$ cat src/rtl/daq_controller.sv
// daq_controller: acquisition sequencer for the muon DAQ event path.
// It turns raw trigger edges into qualified capture pulses, waits for each
// event to be stored, applies a programmable holdoff, and keeps accepted-event
// and lost-trigger counters plus a sticky timeout flag.
module daq_controller #(
  parameter int unsigned TIMEOUT   = 4096,
  parameter int unsigned HOLDOFF_W = 16
) (
  input  logic                 clk,
  input  logic                 aresetn,
  input  logic [7:0]           cmd,
  input  logic                 cmd_valid,
  input  logic                 trig_i,
  input  logic                 event_saved_i,
  input  logic                 full_i,
  input  logic [HOLDOFF_W-1:0] holdoff_i,
  output logic                 trig_o,
  output logic                 armed_o,
  output logic                 busy_o,
  output logic                 timeout_o,
  output logic [31:0]          evt_count_o,
  output logic [15:0]          lost_count_o
);

  localparam int unsigned TMO_W = (TIMEOUT > 1) ? $clog2(TIMEOUT) : 1;
  localparam logic [TMO_W-1:0] TMO_LAST = TMO_W'(TIMEOUT - 1);

  typedef enum logic [1:0] {
    S_IDLE    = 2'd0,
    S_ARMED   = 2'd1,
    S_CAPTURE = 2'd2,
    S_HOLDOFF = 2'd3
  } state_e;

  typedef enum logic [7:0] {
    CMD_ARM    = 8'h01,
    CMD_DISARM = 8'h02,
    CMD_SINGLE = 8'h03,
    CMD_CLEAR  = 8'h04
  } cmd_e;

  state_e                 state_q, state_d;
  logic                   trig_q;
  logic                   single_q, single_d;
  logic                   disarm_pend_q, disarm_pend_d;
  logic [TMO_W-1:0]       tmo_q, tmo_d;
  logic [HOLDOFF_W-1:0]   hold_q, hold_d;
  logic [31:0]            evt_q, evt_d;
  logic [15:0]            lost_q, lost_d;
  logic                   timeout_q, timeout_d;
  logic                   trig_out_q, trig_out_d;
  logic                   armed_q, busy_q;

  logic trig_edge;
  logic is_arm, is_disarm, is_single, is_clear;
  logic evt_inc, lost_inc;

  assign trig_edge = trig_i & ~trig_q;
  assign is_arm    = cmd_valid && (cmd == CMD_ARM);
  assign is_disarm = cmd_valid && (cmd == CMD_DISARM);
  assign is_single = cmd_valid && (cmd == CMD_SINGLE);
  assign is_clear  = cmd_valid && (cmd == CMD_CLEAR);

  // Next-state, counter and pulse computation for one clock cycle.
  always_comb begin
    state_d       = state_q;
    single_d      = single_q;
    disarm_pend_d = disarm_pend_q;
    tmo_d         = tmo_q;
    hold_d        = hold_q;
    timeout_d     = timeout_q;
    trig_out_d    = 1'b0;
    evt_inc       = 1'b0;
    lost_inc      = 1'b0;

    case (state_q)
      S_IDLE: begin
        if (is_arm) begin
          state_d  = S_ARMED;
          single_d = 1'b0;
        end else if (is_single) begin
          state_d  = S_ARMED;
          single_d = 1'b1;
        end
      end
      S_ARMED: begin
        // DISARM suppresses any edge seen in the same cycle.
        if (is_disarm) begin
          state_d = S_IDLE;
        end else begin
          if (is_arm)         single_d = 1'b0;
          else if (is_single) single_d = 1'b1;
          if (trig_edge) begin
            if (full_i) begin
              lost_inc = 1'b1;
            end else begin
              trig_out_d = 1'b1;
              state_d    = S_CAPTURE;
              tmo_d      = '0;
            end
          end
        end
      end
      S_CAPTURE: begin
        lost_inc = trig_edge;
        if (is_disarm) disarm_pend_d = 1'b1;
        if (event_saved_i) begin
          evt_inc = 1'b1;
          if (single_q || disarm_pend_q || is_disarm) begin
            state_d = S_IDLE;
          end else if (holdoff_i == '0) begin
            state_d = S_ARMED;
          end else begin
            state_d = S_HOLDOFF;
            hold_d  = holdoff_i;
          end
        end else if (tmo_q == TMO_LAST) begin
          timeout_d = 1'b1;
          state_d   = S_IDLE;
        end else begin
          tmo_d = tmo_q + 1'b1;
        end
      end
      S_HOLDOFF: begin
        lost_inc = trig_edge;
        if (is_disarm) begin
          state_d = S_IDLE;
        end else if (hold_q <= HOLDOFF_W'(1)) begin
          state_d = S_ARMED;
        end else begin
          hold_d = hold_q - 1'b1;
        end
      end
      default: state_d = S_IDLE;
    endcase

    if (state_d == S_IDLE) disarm_pend_d = 1'b0;

    evt_d  = evt_inc ? (evt_q + 32'd1) : evt_q;
    lost_d = (lost_inc && (lost_q != '1)) ? (lost_q + 16'd1) : lost_q;

    // CLEAR overrides any increment or timeout raised in the same cycle.
    if (is_clear) begin
      evt_d     = '0;
      lost_d    = '0;
      timeout_d = 1'b0;
    end
  end

  // State, counters and registered output decodes.
  always_ff @(posedge clk or negedge aresetn) begin
    if (!aresetn) begin
      state_q       <= S_IDLE;
      trig_q        <= 1'b0;
      single_q      <= 1'b0;
      disarm_pend_q <= 1'b0;
      tmo_q         <= '0;
      hold_q        <= '0;
      evt_q         <= '0;
      lost_q        <= '0;
      timeout_q     <= 1'b0;
      trig_out_q    <= 1'b0;
      armed_q       <= 1'b0;
      busy_q        <= 1'b0;
    end else begin
      state_q       <= state_d;
      trig_q        <= trig_i;
      single_q      <= single_d;
      disarm_pend_q <= disarm_pend_d;
      tmo_q         <= tmo_d;
      hold_q        <= hold_d;
      evt_q         <= evt_d;
      lost_q        <= lost_d;
      timeout_q     <= timeout_d;
      trig_out_q    <= trig_out_d;
      armed_q       <= (state_d == S_ARMED);
      busy_q        <= (state_d == S_CAPTURE) || (state_d == S_HOLDOFF);
    end
  end

  assign trig_o       = trig_out_q;
  assign armed_o      = armed_q;
  assign busy_o       = busy_q;
  assign timeout_o    = timeout_q;
  assign evt_count_o  = evt_q;
  assign lost_count_o = lost_q;

endmodule

$ cat config.mk
export PLATFORM = sky130hd
export DESIGN_NAME = daq_controller
export DESIGN_NICKNAME = d
export VERILOG_FILES = /design/src/rtl/daq_controller.sv
export SDC_FILE = /design/constraint.sdc
export NUM_CORES = 1
export LEC_CHECK = 0
export CORE_MARGIN = 3
export CORE_UTILIZATION = 25
export CTS_BUF_LIST = sky130_fd_sc_hd__clkbuf_8
export DETAILED_ROUTE_END_ITERATION = 12
export GPL_ROUTABILITY_DRIVEN = 0
export MAX_ROUTING_LAYER = met4
export SETUP_SLACK_MARGIN = 0.5
export SLEW_MARGIN = 20
export SYNTH_ARGS = -nofsm -noshare
export SYNTH_HDL_FRONTEND = slang
export SYNTH_SLANG_ARGS = --single-unit
$ cat constraint.sdc
create_clock -name clk -period 6.7 [get_ports clk]
set_clock_uncertainty 0.15 [all_clocks]
set_input_delay 1.005 -clock clk [delete_from_list [all_inputs] [get_ports clk]]
set_output_delay 1.005 -clock clk [all_outputs]
set_load 0.03 [all_outputs]
# After elaboration in Yosys (flattened, before gate mapping)
# Cells that the tools add are included.
[totals]
register_bits = 85
latchBits = 0
mem_bits_rw = 0
rom_bits = 0
input_bits = 30
mem_count = 0
[op_classes]
add_sub_neg = 4
mul = 0
n_div = 0
magnitude_cmp = 1
eq_ne = 23
n_shift = 0
n_mux = 49
bitwise = 2
reduce_logical = 26
[ops]
columns = ["op", "n"]
rows = [
  ["2-to-1 mux 16 bit", 7],
  ["2-to-1 mux 32 bit", 2],
  ["2-to-1 mux 12 bit", 5],
  ["adder 32 x 1 -> 32 bit (second input constant)", 1],
  ["one-hot mux 16 bit (2 select lines)", 1],
  ["one-hot mux 12 bit (2 select lines)", 1],
  ["2-to-1 mux 2 bit", 11],
  ["!= test 2 bit (second input constant)", 10],
  ["2-to-1 mux 1 bit", 19],
  ["nonzero test 2 bit", 9],
  ["adder 16 x 1 -> 16 bit (second input constant)", 1],
  ["== test 8 x 2 -> 1 bit (second input constant)", 2],
  ["<= comparator 16 x 1 -> 1 bit (second input constant)", 1],
  ["zero test 16 bit", 1],
  ["!= test 16 bit (second input constant)", 1],
  ["subtractor 16 x 1 -> 16 bit (second input constant)", 1],
  ["adder 12 x 1 -> 12 bit (second input constant)", 1],
  ["== test 12 bit (second input constant)", 1],
  ["AND reduction 6 bit", 2],
  ["== test 2 bit (second input constant)", 4],
  ["== test 8 x 1 -> 1 bit (second input constant)", 1],
  ["== test 8 x 3 -> 1 bit (second input constant)", 1],
  ["one-hot mux 2 bit (4 select lines)", 1],
  ["logical AND 1 bit", 5],
  ["10 further kinds", 16],
]

# Longest topological paths before layout
# Gate-level depths: netlist (run 1).
[depth]
ltp_word = 9
mapped_depth = 8
depth_no_buf = 7

# Worst setup path before layout (run 1)
# Ideal clock, no wire load.
[synth_timing]
path_kind = "input port to flip-flop"
from = "input cmd[5]"
to = "register evt_q[30], in the netlist evt_count_o[30]"
arrival_time_ps = 2320
required_ps = 6418
path_slack_ps = 4098
path_stages = 6
cell_sequence = "nor4b_4 nand4_1 buf_4 a2111oi_2 xnor2_1 nor2_1"
[synth_via]
elab_chain_len = 3
[synth_rtl]
columns = ["item", "line_no", "rtl"]
rows = [
  ["start: declaration", "11", "input logic [7:0] cmd,"],
  ["== test 8 x 3 -> 1 bit *", "62", "assign is_clear = cmd_valid && (cmd == CMD_CLEAR);"],
  ["logical AND 1 bit *", "62", ""],
  ["2-to-1 mux 32 bit / nonzero test 2 bit (equally long branches)", "n/a", ""],
  ["end signal: assignment", "172", "evt_q <= evt_d;"],
  ["end: declaration", "48", "logic [31:0] evt_q, evt_d;"],
]
# Mark *: on every way between the ends. The rest lies on a longest branch, timed or not.
# A chain may end at the register's enable or synchronous reset.

# Worst setup path in the final report (run 1)
[layout_timing]
from = "input cmd[0]"
to = "register evt_q[22], in the netlist evt_count_o[22]"
# Same word-level chain as after synthesis.

==> results.tsv, run 1 <==
metric	value	unit
status	completed	
Area contributors post-synth	dfrtp_1, xnor2_1, a21oi_1	
FP Rows	50	
Final HPWL DP	9700	um
Die Wd	147	um
vias in the first global route	4147	
layout cells sized above 1	0.0768	
CTS Buf Count	9	
Post-Syn Instances	530	
Final Max Slew Viols	0	
Synth Net Count	565	
WL final	14300	um
top-count cell post-synth	dfrtp_1	
synthesis-to-layout area growth	23.4	%
slowest CP cell	nand4_1	
CTS tree	done	
Pint	0.00101	W
RSZ-0062 raised after global routing	no	
setup bufs post-CTS	0	
Post-synth top cells	dfrtp_1, nor2_1, a21oi_1, nand2_1	
Cell Chain, Critical Path	clkdlybuf4s50_1 > nor3b_1 > nand4_1 > a211oi_1 > nand3_1 > mux2i_1	
internal reg-to-reg setup slack	3.84	ns
total placed instance area	0.00597	mm^2
Required @ worst endpoint	6.81	ns
CP top delay family	simple AND/OR/NAND/NOR gates	
slowest stage delay, CP	0.79	ns
largest net degree at the start of global routing	50	
initial antenna violation count	1	
H-Tree Depth	3	
crit end category	flip-flop	
setup_tns	0	ns
core area	0.0191	mm^2
DRC	0	
CP startpoint kind	input pin	
yosys warns	0	
total global routing overflow	0	
maximum VDD drop	0.126	mV
Synth top area share	0.427	
via count	4309	
Total GRT Usage	0.136	
post-route cell area	0.00614	mm^2
Max Cap Viol	0	
Inst Count DP	843	
vias per inst	5.01	
min cycle time layout	3.74	ns
Worst-Skew Late Latency	0.38	ns
first-pass GRT wire length	23100	um
distinct cell type count after synthesis	66	
Yosys top cell by area	dfrtp_1	
total power	0.00173	W
NetSw	0.000718	W
worst-path fanout max	12	
Final Hold Vio Count	0	
kind of critical path	in -> reg	
DRT antenna net count	0	
clk slew on worst S/H paths	0.10	ns
asr flop ratio synth	1.00	
Post-CTS Hold Buffers	0	
Hold Slack	0.375	ns
Mean Syn Cell Area	9.39	um^2
Yosys reg bits	85	
sequential fraction of the synthesis area	0.427	
CP arrival	3.84	ns
io pins	82	
Initial Util	0.260	
Non-Filler Instances	860	
DR pass1 iterations	4	
cts repair resizes	0	
Peak Freq	0.268	GHz
sequential power share	0.425	
clock sink count	85	
CTS Buffer Depth	2	
die height	147	um
clock root cell	clkbuf_8	
I/O Buffers	81	
pwr dens	281	mW/mm^2
Die ar.	0.0216	mm^2
Lkg Pwr	2.29	nW
synthesized cell area	0.00498	mm^2
nets@finish	629	
Main synth FF type	dfrtp_1	
sw frac	0.415	
CP Buf/Inv Count	1	
worst slew pin tran	0.971	ns
Gate power share	0.379	
number of synthesized flops with an enable pin	0	
WL/cell	16.7	um
Worst Hold Class	reg -> reg	
Tcrit/Tclk final	0.558	
First DRT Iteration DRCs	310	
fill count	2065	
final setup vio count	0	
Rel. slew slack	0.353	
clock power share	0.196	
-- stage by stage --
| stage | utilization | worst slack [ns] |
|---|---|---|
| floorplan | - | 4.10 |
| global placement | 0.312 | 2.59 |
| detailed placement | 0.312 | 2.50 |
| CTS | 0.321 | 2.92 |
| global route | 0.321 | 2.75 |
| finish | 0.321 | 2.96 |
-- worst register-to-register path: cells and delay by family, from the launching register on --
kind | cells | cell delay (ns)
multiplexers | 1 | 0.37
flip-flops | 1 | 0.47
AO/OA/AOI/OAI | 1 | 0.67
AND/OR/NAND/NOR | 2 | 1.09
-- flip-flops by register name (all words and copies together), names as in the netlist --
register and count:
single_q 1, disarm_pend_q 1, trig_q 1, state_q 2
trig_o 1, evt_count_o 32, tmo_q 12, armed_o 1
lost_count_o 16, busy_o 1, timeout_o 1, hold_q 16
-- layout by cell type (no fill, tap or decap), types with 3 or more instances in the layout --
cell             count
and3_1               6
clkinvlp_4           4
dfrtp_1             85
a211oi_1             6
a2111oi_4            3
nor2_1              48
nand3_1             34
nand4_1             11
clkbuf_8             9
a21boi_0             5
mux2i_1              4
a21oi_1             38
inv_1               17
nor4_1               8
nor3b_1              4
buf_4                4
a2111oi_0            5
or3_1                8
a31oi_1              6
o31ai_1             11
xnor2_1             34
ha_1                 5
and2_1               3
or4_1               16
nor3_1              16
o211ai_1             5
clkdlybuf4s50_1     80
and4_1               7
nand2_1             38
o21ai_0             22
a2bb2oi_1            4
a2111oi_2            6
-- worst paths after layout --
| kind | from | end | depth (start not counted) |
|---|---|---|---|
| worst min register to register | single_q$_DFFE_PN0P_ | single_q$_DFFE_PN0P_ | 1 |
| worst min-delay path | single_q$_DFFE_PN0P_ | single_q$_DFFE_PN0P_ | 1 |
| max in group asynchronous | aresetn | evt_count_o[2]$_DFFE_PN0P_ | 2 |
| worst max-delay path | cmd[0] | evt_count_o[22]$_DFFE_PN0P_ | 6 |
| min in group asynchronous | aresetn | hold_q[1]$_DFFE_PN0P_ | 1 |
| worst max register to register | state_q[0]$_DFF_PN0_ | hold_q[1]$_DFFE_PN0P_ | 4 |
-- final cells by class --
type                            instances  area, um^2  area share
Timing Repair Buffer                   84         831       0.135
Multi-Input combinational cell        397        2630       0.427
Inverter                               17        63.8      0.0104
Antenna cell                            1        2.50    0.000407
Clock inverter                          7        43.8     0.00713
Clock buffer                            9         124      0.0202
Tap cell                              260         325      0.0530
Sequential cell                        85        2130       0.346
-- layer usage --
metal | wire (um) | vias to the layer above | track usage
met5 | 0 | - | -
met2 | 6500 | 106 | 0.205
li1 | - | 2094 | -
met1 | 7020 | 2097 | 0.185
met4 | 150 | 0 | 0.0340
met3 | 671 | 12 | 0.0296
-- power by group through the flow --
stage / Combinational (W) / Clock [W] / Sequential (W)
final: 0.000656 / 0.000338 / 0.000735
after global routing: 0.000719 / 0.000370 / 0.000754
after CTS: 0.000657 / 0.000354 / 0.000733
after detailed placement: 0.000653 / 0 / 0.000741
after global placement: 0.000647 / 0 / 0.000740
after floorplan: 0.000436 / 0 / 0.000760
-- cell families after synthesis --
kind of cell / count (synthesis) / share of synthesized area
XOR/XNOR: 36 / 0.0633
multiplexers: 6 / 0.0126
AO/OA/AOI/OAI: 134 / 0.200
buffers and inverters: 48 / 0.0452
AND/OR/NAND/NOR: 216 / 0.239
adder cells (fa/ha/maj): 5 / 0.0126
flip-flops: 85 / 0.427
Power figures use the tool's default switching activity.
==> inputs of run 2 (changes only) <==
==> constraint.sdc (replaced) <==
create_clock -name clk -period 3.8 [get_ports clk]
set_clock_uncertainty 0.15 [all_clocks]
set_input_delay 0.57 -clock clk [delete_from_list [all_inputs] [get_ports clk]]
set_output_delay 0.57 -clock clk [all_outputs]
set_load 0.03 [all_outputs]
==> run 2 against run 1 <==
Compared with the run above: sequential share of layout area decreased by 0.72 points; non-clock buffer count increased by 7; cell count increased by 0.70%; wire length decreased by 0.49%; total power increased by 86%; global-route usage increased by 0.26 points; flip-flop and latch count unchanged; hold slack got worse by 0.20 ns; register-to-register slack got worse by 2.7 ns; critical endpoint is now evt_count_o[19]$_DFFE_PN0P_; setup slack got worse by 2.0 ns.
==> results.tsv, run 2 (synthesized netlist as in run 1, its figures left out) <==
metric	value	unit	change
I/O Buffers	81		unchanged
CTS Buf Count	9		unchanged
Die ar.	0.0216	mm^2	unchanged
Critical Path End	evt_count_o[19]$_DFFE_PN0P_		
First DRT Iteration DRCs	315		+1.6%
DRT antenna net count	0		unchanged
CP arrival	2.96	ns	-0.88 ns
worst slew pin tran	0.900	ns	-0.0711 ns
io pins	82		unchanged
CP startpoint kind	input pin		
first-pass GRT wire length	23500	um	+1.7%
layout cells sized above 1	0.0876		+0.0108
Lkg Pwr	2.36	nW	+3.1%
crit end category	flip-flop		
Final Max Slew Viols	0		unchanged
worst flop-to-flop path startpoint	hold_q[0]$_DFFE_PN0P_		
Final HPWL DP	9870	um	+1.7%
CP Buf/Inv Count	1		unchanged
slowest stage delay, CP	0.64	ns	-0.15 ns
nets@finish	636		+1.1%
largest net degree at the start of global routing	68		+36%
Required @ worst endpoint	3.92	ns	-2.89 ns
number of flip-flops in the largest register	32		unchanged
internal reg-to-reg setup slack	1.17	ns	-2.67 ns
Pint	0.00198	W	+96%
core area	0.0191	mm^2	unchanged
slowest CP cell	a2111oi_0		
commonest non-fill, non-tap cell in the layout	dfrtp_1		
Worst Setup SP	cmd[2]		
setup bufs post-CTS	0		unchanged
Die Wd	147	um	unchanged
Rel. slew slack	0.400		+0.0474
initial antenna violation count	1		unchanged
setup_tns	0	ns	unchanged
Post-Place Setup Slack	0.522	ns	-1.98 ns
status	completed		
FP Rows	50		unchanged
Final Worst Setup Slack	0.962	ns	-2.00 ns
clock root cell	clkbuf_8		
NetSw	0.00124	W	+73%
Max Cap Viol	0		unchanged
vias per inst	5.05		+0.85%
Peak Freq	0.352	GHz	
register area	0.00213	mm^2	unchanged
sequential power share	0.403		-0.022
maximum VDD drop	0.192	mV	+53%
Post-CTS Hold Buffers	0		unchanged
clk slew on worst S/H paths	0.09	ns	about the same
CTS tree	done		
CTS Buffer Depth	2		unchanged
Final Hold Vio Count	0		unchanged
worst-path fanout max	14		+2
reg2reg path depth	7		+3
vias in the first global route	4183		+0.87%
H-Tree Depth	3		unchanged
area of the multi-input gates	0.00263	mm^2	unchanged
most frequent cells in the layout	dfrtp_1, clkdlybuf4s50_1, nor2_1		
Crit path depth	6		unchanged
clock power share	0.237		+0.041
die height	147	um	unchanged
Total GRT Usage	0.138		+0.00258
pwr dens	514	mW/mm^2	+83%
via count	4376		+1.6%
Worst Hold Class	in -> async		
kind of critical path	in -> reg		
reg-to-reg critical path endpoint	hold_q[1]$_DFFE_PN0P_		
final setup vio count	0		unchanged
Tcrit/Tclk final	0.747		
WL/cell	16.5	um	-1.2%
min cycle time layout	2.84	ns	
fill count	2017		-2.3%
Initial Util	0.260		unchanged
Gate power share	0.360		-0.019
RSZ-0062 raised after global routing	no		
clock sink count	85		unchanged
Cell Chain, Critical Path	clkdlybuf4s50_1 > nor3b_1 > nand4_2 > a2111oi_0 > xnor2_1 > nor2_1		
DRC	0		unchanged
total global routing overflow	0		unchanged
Worst-Skew Late Latency	0.37	ns	about the same
synthesis-to-layout area growth	26.0	%	
CP top delay family	simple AND/OR/NAND/NOR gates		
WL final	14300	um	-0.49%
sw frac	0.385		-0.0299
DR pass1 iterations	5		+1
cts repair resizes	0		unchanged
run 2: cell types whose count changed in the layout (fill, tap and decap cells not counted), sizes merged:
| cell | change |
|---|---|
| inv | -1 |
| clkinv | -2 |
| bufinv | +2 |
| buf | +7 |
| clkinvlp | -3 |
| clkbuf | +3 |
run 2: per-stage QoR:
| stage | area (um^2) | total power (W) | util | instances | hold slack [ns] |
|---|---|---|---|---|---|
| floorplan | 4980 | 0.00211 | - | 530 | 0.124 |
| global placement | 6040 | 0.00246 | 0.315 | 850 | 0.351 |
| detailed placement | 6040 | 0.00247 | 0.315 | 850 | 0.360 |
| CTS | 6270 | 0.00325 | 0.328 | 865 | 0.200 |
| global route | 6270 | 0.00345 | 0.328 | 866 | 0.232 |
| finish | 6270 | 0.00322 | 0.328 | 866 | 0.174 |
run 2: metal layers:
metal  wire (um)  part of all wire  track usage
met1        6910              0.48        0.191
met5           0                 0            -
met2        6420              0.45        0.203
met3         762             0.053       0.0336
met4         167             0.012       0.0359
run 2: how the worst min path moves through the flow:
stage	start	end	slack [ns]	depth (start not counted)
2_1_floorplan	aresetn	armed_o$_DFF_PN0_	0.12	0
3_3_place_gp	tmo_q[0]$_DFFE_PN0P_	tmo_q[0]$_DFFE_PN0P_	0.35	1
3_5_place_dp	tmo_q[0]$_DFFE_PN0P_	tmo_q[0]$_DFFE_PN0P_	0.36	1
4_1_cts	aresetn	lost_count_o[13]$_DFFE_PN0P_	0.20	1
5_1_grt	aresetn	lost_count_o[13]$_DFFE_PN0P_	0.23	1
6_report	aresetn	lost_count_o[13]$_DFFE_PN0P_	0.17	1
run 2: cell type report:
| type | instances | share of cell area |
|---|---|---|
| diodes | 1 | 0.000399 |
| clock buffers | 12 | 0.0263 |
| clock inverters | 3 | 0.0108 |
| inverters | 17 | 0.0102 |
| multi-input cells | 397 | 0.419 |
| flip-flops and latches | 85 | 0.339 |
| well taps | 260 | 0.0519 |
| repair buffers | 91 | 0.143 |
run 2: power groups by stage:
stage	registers, W	logic (W)	clock network [W]
after floorplan	0.00134	0.000770	0
after global placement	0.00131	0.00115	0
after detailed placement	0.00131	0.00116	0
after CTS	0.00130	0.00116	0.000789
after global routing	0.00133	0.00129	0.000825
final	0.00130	0.00116	0.000765
run 2: worst register-to-register path, cell delays in order, from the launching register on:
cell and delay, ns:
dfrtp_1 0.42, inv_1 0.08, ha_1 0.26, o21bai_1 0.31
nor4_4 0.09, a21o_2 0.36, a21oi_2 0.49, mux2_1 0.38
==> inputs of run 3 (changes only) <==
==> constraint.sdc (replaced) <==
create_clock -name clk -period 2.77 [get_ports clk]
set_clock_uncertainty 0.15 [all_clocks]
set_input_delay 0.4155 -clock clk [delete_from_list [all_inputs] [get_ports clk]]
set_output_delay 0.4155 -clock clk [all_outputs]
set_load 0.03 [all_outputs]
==> run 3 against run 2 <==
Compared with the run above: hold slack better by 0.19 ns; clock power up 24%; critical endpoint is now evt_count_o[20]$_DFFE_PN0P_; largest cell class unchanged; clock-buffer cell count is 2 lower; critical path depth increased by 3.
==> results.tsv, run 3 (synthesized netlist as in run 1, its figures left out) <==
metric	value	unit	change
status	completed		
initial antenna violation count	1		unchanged
kind of critical path	in -> reg		
Lkg Pwr	2.62	nW	+11%
most frequent cells in the layout	dfrtp_1, clkdlybuf4s50_1, nor2_1		
post-route cell area	0.00675	mm^2	+7.6%
largest net degree at the start of global routing	37		-46%
I/O Buffers	81		unchanged
synthesis-to-layout area growth	35.6	%	
layout cells sized above 1	0.192		+0.104
first-pass GRT wire length	23300	um	-0.80%
number of flip-flops in the largest register	32		unchanged
clock sink count	85		unchanged
Final Max Slew Viols	0		unchanged
Max Cap Viol	0		unchanged
total placed instance area	0.00626	mm^2	+3.6%
worst-path fanout max	5		-9
Worst Hold Class	in -> reg		
Required @ worst endpoint	2.90	ns	-1.02 ns
CP arrival	2.34	ns	-0.62 ns
vias in the first global route	4335		+3.6%
worst slew pin tran	0.718	ns	-0.181 ns
Total GRT Usage	0.137		-0.00131
Post-Place Setup Slack	0.0187	ns	-0.503 ns
Die ar.	0.0216	mm^2	unchanged
H-Tree Depth	3		unchanged
Initial Util	0.260		unchanged
CP startpoint kind	input pin		
final setup vio count	0		unchanged
pwr dens	680	mW/mm^2	+32%
fill count	1998		-0.94%
clock root cell	clkbuf_8		
commonest non-fill, non-tap cell in the layout	dfrtp_1		
First DRT Iteration DRCs	360		+14%
via count	4489		+2.6%
maximum VDD drop	0.299	mV	+56%
setup_tns	0	ns	unchanged
core area	0.0191	mm^2	unchanged
Non-Filler Instances	907		+4.7%
Tcrit/Tclk final	0.795		
Worst-Skew Late Latency	0.38	ns	about the same
CTS Buf Count	9		unchanged
DR pass1 iterations	4		-1
RSZ-0062 raised after global routing	yes		
die height	147	um	unchanged
vias per inst	4.95		-2.1%
io pins	82		unchanged
CTS Buffer Depth	2		unchanged
clk slew on worst S/H paths	0.10	ns	about the same
Die Wd	147	um	unchanged
Inst Count DP	876		+3.1%
WL/cell	16.1	um	-2.4%
area of the multi-input gates	0.00275	mm^2	+4.9%
DRT antenna net count	0		unchanged
FP Rows	50		unchanged
Final HPWL DP	10300	um	+4.3%
min cycle time layout	2.20	ns	
Rel. slew slack	0.521		+0.121
Final Worst Setup Slack	0.568	ns	-0.393 ns
DRC	0		unchanged
crit end category	flip-flop		
Final Hold Vio Count	0		unchanged
total power	0.00459	W	+42%
nets@finish	676		+6.3%
internal reg-to-reg setup slack	0.60	ns	-0.57 ns
total global routing overflow	0		unchanged
WL final	14600	um	+2.2%
CTS tree	done		
register area	0.00214	mm^2	+0.47%
Peak Freq	0.454	GHz	
run 3: changes by cell type in the layout (fill, tap and decap cells not counted), moves of 4 or more:
cell,before,now
buf_4,10,40
dfrtp_1,85,77
dfrtp_2,0,8
a2111oi_0,5,0
clkdlybuf4s50_1,80,75
dlymetal6s2s_1,0,5
buf_6,0,4
run 3: where the power goes:
group,switching (W),internal (W)
Sequential,0.000292,0.00148
Combinational,0.00100,0.000859
Clock,0.000501,0.000448
run 3: worst paths after layout:
check | from | cells after the start | endpoint
worst max-delay path | cmd[2] | 9 | evt_count_o[20]$_DFFE_PN0P_
min in group asynchronous | aresetn | 2 | lost_count_o[13]$_DFFE_PN0P_
worst max register to register | lost_count_o[0]$_DFFE_PN0P_ | 7 | lost_count_o[15]$_DFFE_PN0P_
worst min-delay path | trig_i | 1 | trig_q$_DFF_PN0_
max in group asynchronous | aresetn | 3 | hold_q[2]$_DFFE_PN0P_
worst min register to register | single_q$_DFFE_PN0P_ | 1 | single_q$_DFFE_PN0P_
run 3: layout make-up:
class                      count  area share
sequential                    85       0.317
clock buffer                  10      0.0204
inverter                      17     0.00946
multi-input combinational    397       0.408
clock inverter                 6      0.0102
tap                          260      0.0482
timing repair buffer         131       0.187
antenna                        1    0.000371
run 3: repair_timing:
action	4_1_cts	5_1_grt
endpoints found under the hold margin	32	0
gates resized for setup	9	44
hold buffers	1	0
buffers inserted	0	10
pin swaps	0	3
setup endpoints to repair	23	53
cloned	0	3
run 3: per-layer routing:
layer	share of wire	vias up	global-route usage
li1	-	2192	-
met1	0.48	2189	0.187
met2	0.46	94	0.204
met3	0.043	14	0.0305
met4	0.013	0	0.0387
met5	0	-	-
run 3: critical path, stage by stage:
cell and delay, ns:
clkdlybuf4s50_1 0.55, nor3b_1 0.22, buf_4 0.18, nand4_1 0.10, buf_4 0.19, buf_6 0.13, a2111oi_2 0.34, xnor2_1 0.16
nor2_1 0.05
run 3: per-stage QoR:
step | utilization | hold WS [ns]
finish | 0.352 | 0.365
global route | 0.352 | 0.365
CTS | 0.340 | 0.344
detailed placement | 0.327 | 0.262
global placement | 0.327 | 0.255
floorplan | - | -0.0301
==> variant (flow settings as in run 3) <==
`hold_q` no longer has a reset.
--- a/src/rtl/daq_controller.sv
+++ b/src/rtl/daq_controller.sv
@@ -157,3 +157,2 @@
       tmo_q         <= '0;
-      hold_q        <= '0;
       evt_q         <= '0;
@@ -170,3 +169,2 @@
       tmo_q         <= tmo_d;
-      hold_q        <= hold_d;
       evt_q         <= evt_d;
@@ -178,2 +176,6 @@
     end
+  end
+
+  always_ff @(posedge clk) begin
+    hold_q <= hold_d;
   end
Check against the original RTL: same outputs for any inputs over 10 cycles, from zero or initial values and one cycle with aresetn low; that may be too few to reach the edited logic, so the function may still have changed.
==> variant against run 3 <==
Clock power is 1% higher; routed wire length is 12% lower; critical path depth is 3 lower; total power is 22% lower; area after synthesis is 5.3% lower; design area is 4.0% lower; setup slack worse by 290 ps; sequential cell count stayed put; combinational power is 49% lower; non-clock buffer count is 5 lower.
==> variant: results (changes against run 3) <==
status complete, no violations (unchanged); R2R cell count 6 (was 7); clock power share 27.0% (was 20.7%); WL per Instance 15.4 µm (was 16.1 µm); Clock group 963 µW (was 949 µW); worst slack, placed -20.4 ps (was 18.7 ps); WL met2 6.15 mm (was 6.74 mm); CP delay by family, top simple AND/OR/NAND/NOR gates (was buffers and inverters); share of layout cells above drive strength 1 17.9% (was 19.2%); Post-synth EDFFs 16 (was 0); Placed Area 5920 µm² (was 6260 µm²); Syn Nets 514 (was 565); Inserted Diodes 0 (was 1); initial antenna violation count 0 (was 1); Slowest cell on crit path or4_4 (was clkdlybuf4s50_1); worst setup path endpoint disarm_pend_q (was evt_count_o[20]); Final Instance Count excl. Fillers 832 (was 907); sequential element share of the synthesized area 46.8% (was 42.7%); VDD IR max 0.234 mV (was 0.299 mV); Area contributors post-synth dfrtp_1 37%, edfxtp_1 10%, xnor2_1 5.9% (was dfrtp_1 43%, xnor2_1 6.0%, a21oi_1 3.8%); WL met1 5.92 mm (was 7.02 mm); Net Sw Frac 33.0% (was 39.2%); Lkg Pwr 0.00247 µW (was 0.00262 µW); top cells by count, synth 69 x dfrtp_1, 51 x nand2_1, 46 x nor2_1 (was 85 x dfrtp_1, 48 x nor2_1, 38 x a21oi_1, 38 x nand2_1); Starting DRT DRC Count 274 (was 360); Warnings, synthesis 0 (unchanged); Worst Hold Class input port to async pin (was input port to flip-flop); Max-Slew Margin vs Limit 38.4% (was 52.1%); grt peak-use layer met2 (unchanged); met3 wire len 647 µm (was 626 µm); core area 18300 µm² (was 19100 µm²); M1 GR Usage 16.7% (was 18.7%); Worst Path Arrival 2600 ps (was 2340 ps); met2 global-route usage 20.5% (was 20.4%); final setup margin 275 ps (was 568 ps); # hold bufs at CTS 0 (was 1); routed vias 4190 (was 4489); pin count of the biggest net entering global routing 39 (was 37); DP Cell Count 791 (was 876); async set-reset flop share out of synthesis 81.2% (was 100%); H-Tree Level Count 3 (unchanged); GRT Resource Usage Total 12.8% (was 13.7%); CTS resizes 10 (was 9); hpwl dp 8.87 mm (was 10.3 mm); WHS 14.1 ps (was 365 ps); Yosys top cell area share 36.6% (was 42.7%); vias in the first global route 4122 (was 4335); met3 GRT Util 3.03% (was 3.05%); critical path fanouts, max 4 (was 5); Syn Inst Count 479 (was 530); synth unique cells 63 (was 66); Nets 633 (was 676); Fillers 1818 (was 1998); critical path launch point hold_q[10] (was cmd[2]); Post-CTS Setup Bufs 8 (was 0); worst r2r dst disarm_pend_q (was lost_count_o[15]); seq pwr 1650 µW (was 1780 µW); Largest register FFs 32 (unchanged); TritonCTS Buffers 9 (unchanged); first-pass GRT wire length 20.8 mm (was 23.3 mm)
## variant: cell count changes after synthesis, moves of 5 or more
cell,before,now
inv_1,16,8
a21oi_1,38,26
nand3_1,34,17
a21boi_0,5,0
nand2_1,38,51
buf_2,11,2
xor2_1,2,12
edfxtp_1,0,16
dfrtp_1,85,69
or4_1,16,11
## variant: kinds of logic (layout without fill, tap and decap cells)
group           count (synthesis)  count (layout)  synth area share, %
simple gates                  219             220                 25.4
compound gates                 96              96                 14.9
flops                          85              85                 46.8
xor+xnor                       44              44                 8.17
buf+inv                        27             150                 2.68
fa+ha+maj                       5               5                 1.33
mux                             3               3                0.690
## variant: area by class of cell
type                            instances  area, µm²  area share [%]
Clock buffer                            9        124            1.91
Clock inverter                          7       83.8            1.29
Inverter                                8       30.0           0.464
Multi-Input combinational cell        368       2510            38.8
Sequential cell                        85       2220            34.2
Tap cell                              229        287            4.42
Timing Repair Buffer                  126       1220            18.9
